**src/rtl/bme280_i2c_slave.sv**
```systemverilog
// ---------------------------------------------------------------------------
// bme280_i2c_slave
// I2C target that answers at 7-bit address SLADDR and exposes the BME280
// register map as strobes to an external register model. Lets the meteo
// chain talk to a simulated sensor on the FPGA instead of real hardware.
// SCL/SDA are oversampled on Clk; SDA is open-drain only and SCL is never
// stretched.
//
// Ports
//   Clk        system clock, at least 20x the SCL frequency
//   Rst        synchronous reset, active-high
//   SclPadIn   raw SCL pad level (asynchronous)
//   SdaPadIn   raw SDA pad level (asynchronous)
//   SdaPadOut  SDA drive value, always 0
//   SdaPadEn   1 = SDA released, 0 = drive SdaPadOut
//   Reg_addr   current register pointer
//   Reg_wdata  write data, valid with Reg_wr
//   Reg_wr     one-cycle write strobe
//   Reg_rd     one-cycle read request for the byte at Reg_addr
//   Reg_rdata  read data, sampled one Clk after Reg_rd
//   Busy       high while an addressed transaction is open
// ---------------------------------------------------------------------------
module bme280_i2c_slave #(
   parameter logic [6:0] SLADDR = 7'h76,
   parameter int         DWIDTH = 8
) (
   input  logic              Clk,
   input  logic              Rst,
   input  logic              SclPadIn,
   input  logic              SdaPadIn,
   output logic              SdaPadOut,
   output logic              SdaPadEn,
   output logic [DWIDTH-1:0] Reg_addr,
   output logic [DWIDTH-1:0] Reg_wdata,
   output logic              Reg_wr,
   output logic              Reg_rd,
   input  logic [DWIDTH-1:0] Reg_rdata,
   output logic              Busy
);

   typedef enum logic [3:0] {
      IDLE, ADDR, ADDR_ACK, PTR, PTR_ACK, WDATA, WDATA_ACK, RDATA, RDATA_ACK, IGNORE
   } stateType;

   stateType          state, stateNext;
   logic              sclMeta, sclSync, sclPrev;
   logic              sdaMeta, sdaSync, sdaPrev;
   logic              sclRise, sclFall, startCond, stopCond;
   logic [3:0]        bitCnt, bitCntNext;
   logic [DWIDTH-1:0] rxReg, rxNext, rxShift;
   logic [DWIDTH-1:0] txReg, txNext;
   logic [DWIDTH-1:0] addrNext, wdataNext;
   logic              sdaEnNext, wrNext, rdNext, busyNext;
   logic              rdPending;

   assign SdaPadOut = 1'b0;

   // Two-flop synchronizer per pad plus one history flop so edges can be
   // seen. The reset value of 1 matches an idle bus and avoids a false
   // START or STOP right after reset.
   always_ff @(posedge Clk) begin
      if (Rst) begin
         sclMeta <= 1'b1;
         sclSync <= 1'b1;
         sclPrev <= 1'b1;
         sdaMeta <= 1'b1;
         sdaSync <= 1'b1;
         sdaPrev <= 1'b1;
      end else begin
         sclMeta <= SclPadIn;
         sclSync <= sclMeta;
         sclPrev <= sclSync;
         sdaMeta <= SdaPadIn;
         sdaSync <= sdaMeta;
         sdaPrev <= sdaSync;
      end
   end

   // Bus events derived from the synchronized samples. START and STOP are
   // SDA edges while SCL is steady high.
   assign sclRise   = sclSync & ~sclPrev;
   assign sclFall   = ~sclSync & sclPrev;
   assign startCond = sclSync & sclPrev & sdaPrev & ~sdaSync;
   assign stopCond  = sclSync & sclPrev & ~sdaPrev & sdaSync;
   assign rxShift   = {rxReg[DWIDTH-2:0], sdaSync};

   // State register and every registered output. All next values come from
   // the combinational block below so the whole protocol lives in one place.
   always_ff @(posedge Clk) begin
      if (Rst) begin
         state     <= IDLE;
         bitCnt    <= 4'd0;
         rxReg     <= '0;
         txReg     <= '0;
         SdaPadEn  <= 1'b1;
         Reg_addr  <= '0;
         Reg_wdata <= '0;
         Reg_wr    <= 1'b0;
         Reg_rd    <= 1'b0;
         Busy      <= 1'b0;
         rdPending <= 1'b0;
      end else begin
         state     <= stateNext;
         bitCnt    <= bitCntNext;
         rxReg     <= rxNext;
         txReg     <= txNext;
         SdaPadEn  <= sdaEnNext;
         Reg_addr  <= addrNext;
         Reg_wdata <= wdataNext;
         Reg_wr    <= wrNext;
         Reg_rd    <= rdNext;
         Busy      <= busyNext;
         rdPending <= Reg_rd;
      end
   end

   // Protocol decoder. START and STOP override everything, so a byte cut
   // short by either never produces a strobe or a pointer change. SDA drive
   // only changes on a detected SCL fall; in the ACK states the first fall
   // starts driving the ACK and the second fall ends it. The pointer bumps
   // the cycle after Reg_wr so the strobe carries the address it wrote to,
   // and read data is captured one Clk after Reg_rd.
   always_comb begin
      stateNext  = state;
      bitCntNext = bitCnt;
      rxNext     = rxReg;
      txNext     = txReg;
      sdaEnNext  = SdaPadEn;
      addrNext   = Reg_addr;
      wdataNext  = Reg_wdata;
      wrNext     = 1'b0;
      rdNext     = 1'b0;
      busyNext   = Busy;

      if (Reg_wr) begin
         addrNext = Reg_addr + 8'd1;
      end
      if (rdPending) begin
         txNext = Reg_rdata;
      end

      if (startCond) begin
         stateNext  = ADDR;
         bitCntNext = 4'd0;
         sdaEnNext  = 1'b1;
      end else if (stopCond) begin
         stateNext  = IDLE;
         bitCntNext = 4'd0;
         sdaEnNext  = 1'b1;
         busyNext   = 1'b0;
      end else begin
         case (state)
            ADDR: begin
               if (sclRise) begin
                  rxNext     = rxShift;
                  bitCntNext = bitCnt + 4'd1;
                  if (bitCnt == 4'd7) begin
                     bitCntNext = 4'd0;
                     if (rxShift[7:1] == SLADDR) begin
                        stateNext = ADDR_ACK;
                        busyNext  = 1'b1;
                        rdNext    = rxShift[0];
                     end else begin
                        stateNext = IGNORE;
                        busyNext  = 1'b0;
                     end
                  end
               end
            end
            ADDR_ACK: begin
               if (sclFall) begin
                  if (SdaPadEn) begin
                     sdaEnNext = 1'b0;
                  end else if (rxReg[0]) begin
                     sdaEnNext  = txReg[7];
                     txNext     = {txReg[DWIDTH-2:0], 1'b0};
                     bitCntNext = 4'd1;
                     stateNext  = RDATA;
                  end else begin
                     sdaEnNext = 1'b1;
                     stateNext = PTR;
                  end
               end
            end
            PTR: begin
               if (sclRise) begin
                  rxNext     = rxShift;
                  bitCntNext = bitCnt + 4'd1;
                  if (bitCnt == 4'd7) begin
                     bitCntNext = 4'd0;
                     addrNext   = rxShift;
                     stateNext  = PTR_ACK;
                  end
               end
            end
            PTR_ACK: begin
               if (sclFall) begin
                  sdaEnNext = ~SdaPadEn;
                  if (!SdaPadEn) begin
                     stateNext = WDATA;
                  end
               end
            end
            WDATA: begin
               if (sclRise) begin
                  rxNext     = rxShift;
                  bitCntNext = bitCnt + 4'd1;
                  if (bitCnt == 4'd7) begin
                     bitCntNext = 4'd0;
                     stateNext  = WDATA_ACK;
                  end
               end
            end
            WDATA_ACK: begin
               if (sclRise) begin
                  wrNext    = 1'b1;
                  wdataNext = rxReg;
               end
               if (sclFall) begin
                  sdaEnNext = ~SdaPadEn;
                  if (!SdaPadEn) begin
                     stateNext = WDATA;
                  end
               end
            end
            RDATA: begin
               if (sclFall) begin
                  if (bitCnt == 4'd8) begin
                     sdaEnNext  = 1'b1;
                     bitCntNext = 4'd0;
                     stateNext  = RDATA_ACK;
                  end else begin
                     sdaEnNext  = txReg[7];
                     txNext     = {txReg[DWIDTH-2:0], 1'b0};
                     bitCntNext = bitCnt + 4'd1;
                  end
               end
            end
            RDATA_ACK: begin
               if (sclRise) begin
                  addrNext = Reg_addr + 8'd1;
                  if (!sdaSync) begin
                     rdNext    = 1'b1;
                     stateNext = RDATA;
                  end else begin
                     busyNext  = 1'b0;
                     stateNext = IGNORE;
                  end
               end
            end
            IDLE, IGNORE: begin
               stateNext = state;
            end
            default: begin
               stateNext = IDLE;
            end
         endcase
      end
   end

endmodule
```
**config.mk**
```make
export PLATFORM = sky130hd
export DESIGN_NAME = bme280_i2c_slave
export DESIGN_NICKNAME = d
export VERILOG_FILES = /design/src/rtl/bme280_i2c_slave.sv
export SDC_FILE = /design/constraint.sdc
export NUM_CORES = 1
export LEC_CHECK = 0
export ABC_AREA = 0
export BUFFER_PORTS_ARGS = -buffer_cell sky130_fd_sc_hd__buf_2
export CAP_MARGIN = 5
export CORE_ASPECT_RATIO = 1.25
export CORE_MARGIN = 1.5
export CORE_UTILIZATION = 40
export CTS_BUF_LIST = sky130_fd_sc_hd__clkbuf_8 sky130_fd_sc_hd__clkbuf_16
export CTS_CLUSTER_DIAMETER = 80
export DETAILED_ROUTE_END_ITERATION = 16
export GPL_TIMING_DRIVEN = 0
export PLACE_DENSITY = 0.61
export SLEW_MARGIN = 20
export SYNTH_ARGS = -nofsm -noshare
export SYNTH_HDL_FRONTEND = slang
export SYNTH_SLANG_ARGS = --single-unit
```
**constraint.sdc**
```tcl
create_clock -name Clk -period 2.2 [get_ports Clk]
set_input_delay 0.33 -clock Clk [delete_from_list [all_inputs] [get_ports Clk]]
set_output_delay 0.33 -clock Clk [all_outputs]
set_load 0.01 [all_outputs]
```
### Word-level counts from Yosys, hierarchy flattened

Index checks and enable logic that the tools add are counted.

| word-level totals | value |
|---|---|
| register bits | 51 |
| input port bits | 12 |
| word-level logic and storage cells | 161 |

| operators by class | value |
|---|---|
| $add $sub $neg | 2 |
| equality and inequality tests | 45 |
| mux-type cells | 64 |
| bitwise logic cells | 16 |
| reductions and logical operators | 16 |

Operators by type and width:

| kind | count |
|---|---|
| 8-bit 2-to-1 mux | 14 |
| 4-bit 2-to-1 mux | 22 |
| 4-bit inequality test, second input constant | 11 |
| 4-bit one-hot mux with 8 select lines | 1 |
| 8-bit one-hot mux with 2 select lines | 2 |
| 14-bit AND reduction | 2 |
| 2-bit inequality test, second input constant | 13 |
| 4-bit by 3-bit equality test with 1-bit output, second input constant | 5 |
| 1-bit 2-to-1 mux | 20 |
| 3-bit inequality test, second input constant | 5 |
| 4-bit equality test, second input constant | 3 |
| 4-bit one-hot mux with 3 select lines | 1 |
| 4-bit AND reduction | 3 |
| 6-bit AND reduction | 2 |
| 1-bit inverter | 9 |
| 3-bit nonzero test | 3 |
| 8-bit by 1-bit adder with 8-bit output, second input constant | 1 |
| 4-bit by 2-bit equality test with 1-bit output, second input constant | 2 |
| 1-bit bitwise AND | 7 |
| 7-bit equality test, second input constant | 1 |
| 3-bit OR reduction | 2 |
| 4-bit by 1-bit adder with 4-bit output, second input constant | 1 |
| 4-bit by 1-bit equality test with 1-bit output, second input constant | 1 |
| 4-bit logical NOT | 1 |
| 8 further kinds | 11 |

### Logic depth before layout (Yosys ltp)

| logic depth | value |
|---|---|
| word-level depth | 7 |
| mapped depth | 8 |

### Least setup slack after synthesis

Ideal clock, no wire load.

| path | value |
|---|---|
| path type | register to register |
| start | register bitCnt[0] |
| end | register bitCnt[3] |
| library setup time | 0.070 ns |
| arrival time | 1.675 ns |
| required time | 2.130 ns |
| path slack | 0.456 ns |
| stages on the path, launching flop included | 8 |
| buffers on the path | 0 |
| clock period less this slack | 1.744 ns |
| path through | dfxtp_1 -> inv_1 -> ha_1 -> and3b_1 -> a21oi_1 -> o21ai_0 -> or4_1 -> a21oi_1 |

| between the ends | value |
|---|---|
| cells in the longest elaborated chain, start to end | 4 |

Ends and longest elaborated chain:

| element | line | source |
|---|---|---|
| start: declaration | 49 | `logic [3:0] bitCnt, bitCntNext;` |
| start signal: assignment | 104 | `bitCnt <= bitCntNext;` |
| 4-bit by 1-bit adder with 4-bit output (tied with other cells) | - |  |
| 4-bit 2-to-1 mux (on tied branches) | - |  |
| 4-bit 2-to-1 mux (on tied branches) | 227, 186 |  |
| 4-bit one-hot mux with 3 select lines (*) | 152 | `case (state)` |

Every way passes the cells marked *; elsewhere a longest branch is shown, timed or not. The select of a mux whose other input is x is not followed.
A chain may end at the register's enable or synchronous reset.

### Worst setup path in the final report

| path | value |
|---|---|
| start | register bitCnt[0] |
| end | register state[0] |

| between the ends | value |
|---|---|
| cells in the longest elaborated chain, start to end | 3 |

Ends and longest elaborated chain:

| element | line | source |
|---|---|---|
| 4-bit equality test / 4-bit by 3-bit equality test with 1-bit output (equally long branches) | - |  |
| 4-bit inequality test (no line) | - |  |
| 14-bit AND reduction (no line) (*) | - |  |
| end signal: assignment | 103 | `state <= stateNext;` |
| end: declaration | 45 | `stateType state, stateNext;` |

Every way passes the cells marked *; elsewhere a longest branch is shown, timed or not.

==> flow_metrics.tcl <==
set metrics [dict create \
    cp.required_ps 2370 \
    ios 33 \
    syn_to_final_growth_pct 13.2 \
    drv_cap 0 \
    p_per_area_nw_per_um2 519 \
    drc_errors 0 \
    setup_slack_ps 171 \
    synth_warnings 0 \
    clk_latency_ps 300 \
    fin_crit_ps 2030 \
    first_pass_iters 4 \
    ys.flop_type "dfxtp_1" \
    drive_gt1_share_pct 17.7 \
    routedWlPerCell_um 15.1 \
    worst_pin_slew_ps 617 \
    ir_worst_vdd_v 0.000272 \
    detailroute.via_count 2510 \
    cts_max_level 2 \
    clock_skew_ps 7.72 \
    final_cell_mix "dfxtp_1, nor2_1, buf_2" \
    yosysSeqAreaShare_pct 36.9 \
    drtIter0Drc 219 \
    grt_max_degree 15 \
    fin_crit_sh_pct 92.2 \
    drv_slew 0 \
    antennaDiodeCount 0 \
    endpoint_kind "flop" \
    arrival_ps 2200 \
    die_area_um2 7440 \
    timing.fmax_ghz 0.493 \
    grt_use_total_pct 19.5 \
    synth_edf_count 0 \
    worstSetupPathType "flop to flop" \
    cts_buffer_depth 2 \
    dieHeight_um 96.0 \
    grt_pass1_wl_um 11500 \
    routed_wl_um 6880 \
    synth_area_per_cell_um2 8.39 \
    via_per_inst 5.52 \
    cts.sink_count 51 \
    rows 33 \
    core_area_um2 6650 \
    crit_path_start_kind "flop" \
    yosys_register_bits 51 \
    path_clk_slew_ps 90 \
    ant_nets 0 \
    p_leak_nw 1.27 \
    crit_fanout 5 \
    hold_buffers 0 \
    min_delay_path_depth 2 \
    setup_violations 0 \
    ff2ff_path_depth 8 \
    numCtsBuffers 5 \
    final_common_cell "dfxtp_1" \
    hp-class "input port to flop" \
    antenna_found_initial 0 \
    initial_core_util_pct 41.7 \
    seq_area_um2 1020 \
    cts_setup_buffers 0 \
    grt_pass1_vias 2408 \
    synth_top_area_cell "dfxtp_1" \
    synth_top_cell_area_share_pct 36.9 \
    dp_hpwl_um 5000 \
    multi_input_area_um2 1650 \
    portBuffers 31 \
    synth_area_leaders "dfxtp_1, mux2i_1, nor2_1" \
    outcome "finished, final reports clean" \
    synth_nets 345 \
    synthArstFlopShare_pct 0 \
    synth_cell_types 56 \
    clockRootBuffer "clkbuf_8" \
    post_cts_resized 0 \
    finalHoldViolCount 0 \
    nets 383 \
    globalplace.congestion 0.975 \
    tns_ps 0 \
    gr-total-overflow 0 \
    die_x_um 77.4 \
    syn_area_um2 2770 \
    cts_tree "done" \
    rsz0062_at_grt "false" \
    n_fill_cell 677 \
    maxSlewHeadroom_pct 58.7 \
    dpl_worst_slack_ps 233 \
    synthCells 330 \
]
[cells by family (layout without fill, tap and decap cells)]
family	Yosys count	in the layout	share of synthesized area, %
flops	51	51	36.9
xor+xnor	14	14	4.43
simple gates	137	137	25.2
buf+inv	22	60	3.57
fa+ha+maj	3	3	1.36
mux	29	29	10.6
other cells	1	1	0.135
compound gates	73	73	17.8
[cells in the mapped netlist (2+ instances only)]
cell type and count:
ha_1 3, o22ai_1 7, nor3_1 11, nand4b_1 2, o32ai_1 2, and3_1 5, mux2i_1 28, nand2b_1 6
o2bb2ai_1 7, inv_1 2, nand3b_1 2, dfxtp_1 51, nand3_1 9, o21bai_1 5, xnor2_1 10, o31ai_1 2
and3b_1 3, nand2_1 27, nor3b_1 3, nor2_1 42, nor2b_1 7, clkbuf_1 7, a21oi_1 13, o21ai_0 15
a31oi_1 6, and2_1 2, buf_2 10, nor2_2 2, xor2_1 4, a211oi_1 3, buf_1 2, or2_2 8
[metrics by stage]
stage          area (um2)  instances  util (%)  total power, W  hold WS (ps)
2_1_floorplan        2770        330         -         0.00100           389
3_3_place_gp         3030        448      45.6         0.00103           394
3_5_place_dp         3030        448      45.6         0.00103           398
4_1_cts              3140        455      47.2         0.00165           205
5_1_grt              3140        455      47.2         0.00169           205
6_report             3140        455      47.2         0.00163           207
[critical path, stage by stage (launching register included)]
cell	delay, ps
dfxtp_1	410
inv_1	60
ha_1	190
and3b_1	210
a21oi_1	250
o21ai_0	220
a31oi_1	260
mux2i_1	260
nor2_1	60
[power by group]
| group | internal, W | switching (W) |
|---|---|---|
| combinational | 0.0000295 | 0.0000498 |
| sequential | 0.000927 | 0.00000316 |
| clock | 0.000329 | 0.000288 |
[cell type report]
cell class / instances / area share (%)
repair buffers: 31 / 4.95
multi-input cells: 257 / 52.6
flip-flops and latches: 51 / 32.5
clock buffers: 5 / 2.19
clock inverters: 2 / 1.08
plain buffers: 20 / 2.91
well taps: 87 / 3.47
inverters: 2 / 0.239
[layer usage]
metal | track usage [%] | part of all wire (%) | wire length, um | vias up
met5 | 0 | 0 | 0 | -
met2 | 35.0 | 48 | 3270 | 67
li1 | - | - | - | 1255
met4 | 9.85 | 3.5 | 243 | 0
met3 | 3.13 | 4.7 | 320 | 22
met1 | 22.5 | 44 | 3040 | 1166
[worst paths after layout]
path | start | slack, ps | endpoint
worst max-delay path | bitCnt[0] | 170 | state[0]
worst min-delay path | SclPadIn | 210 | sclMeta
worst max register to register | bitCnt[0] | 170 | state[0]
worst min register to register | sdaMeta | 420 | sdaSync
[flip-flops by register name, indices dropped and copies added, names as in the netlist, 4 cells and up]
register   count
Reg_addr       8
Reg_wdata      8
rxReg          8
txReg          8
bitCnt         4
state          4
(Power assumes the default switching activity.)
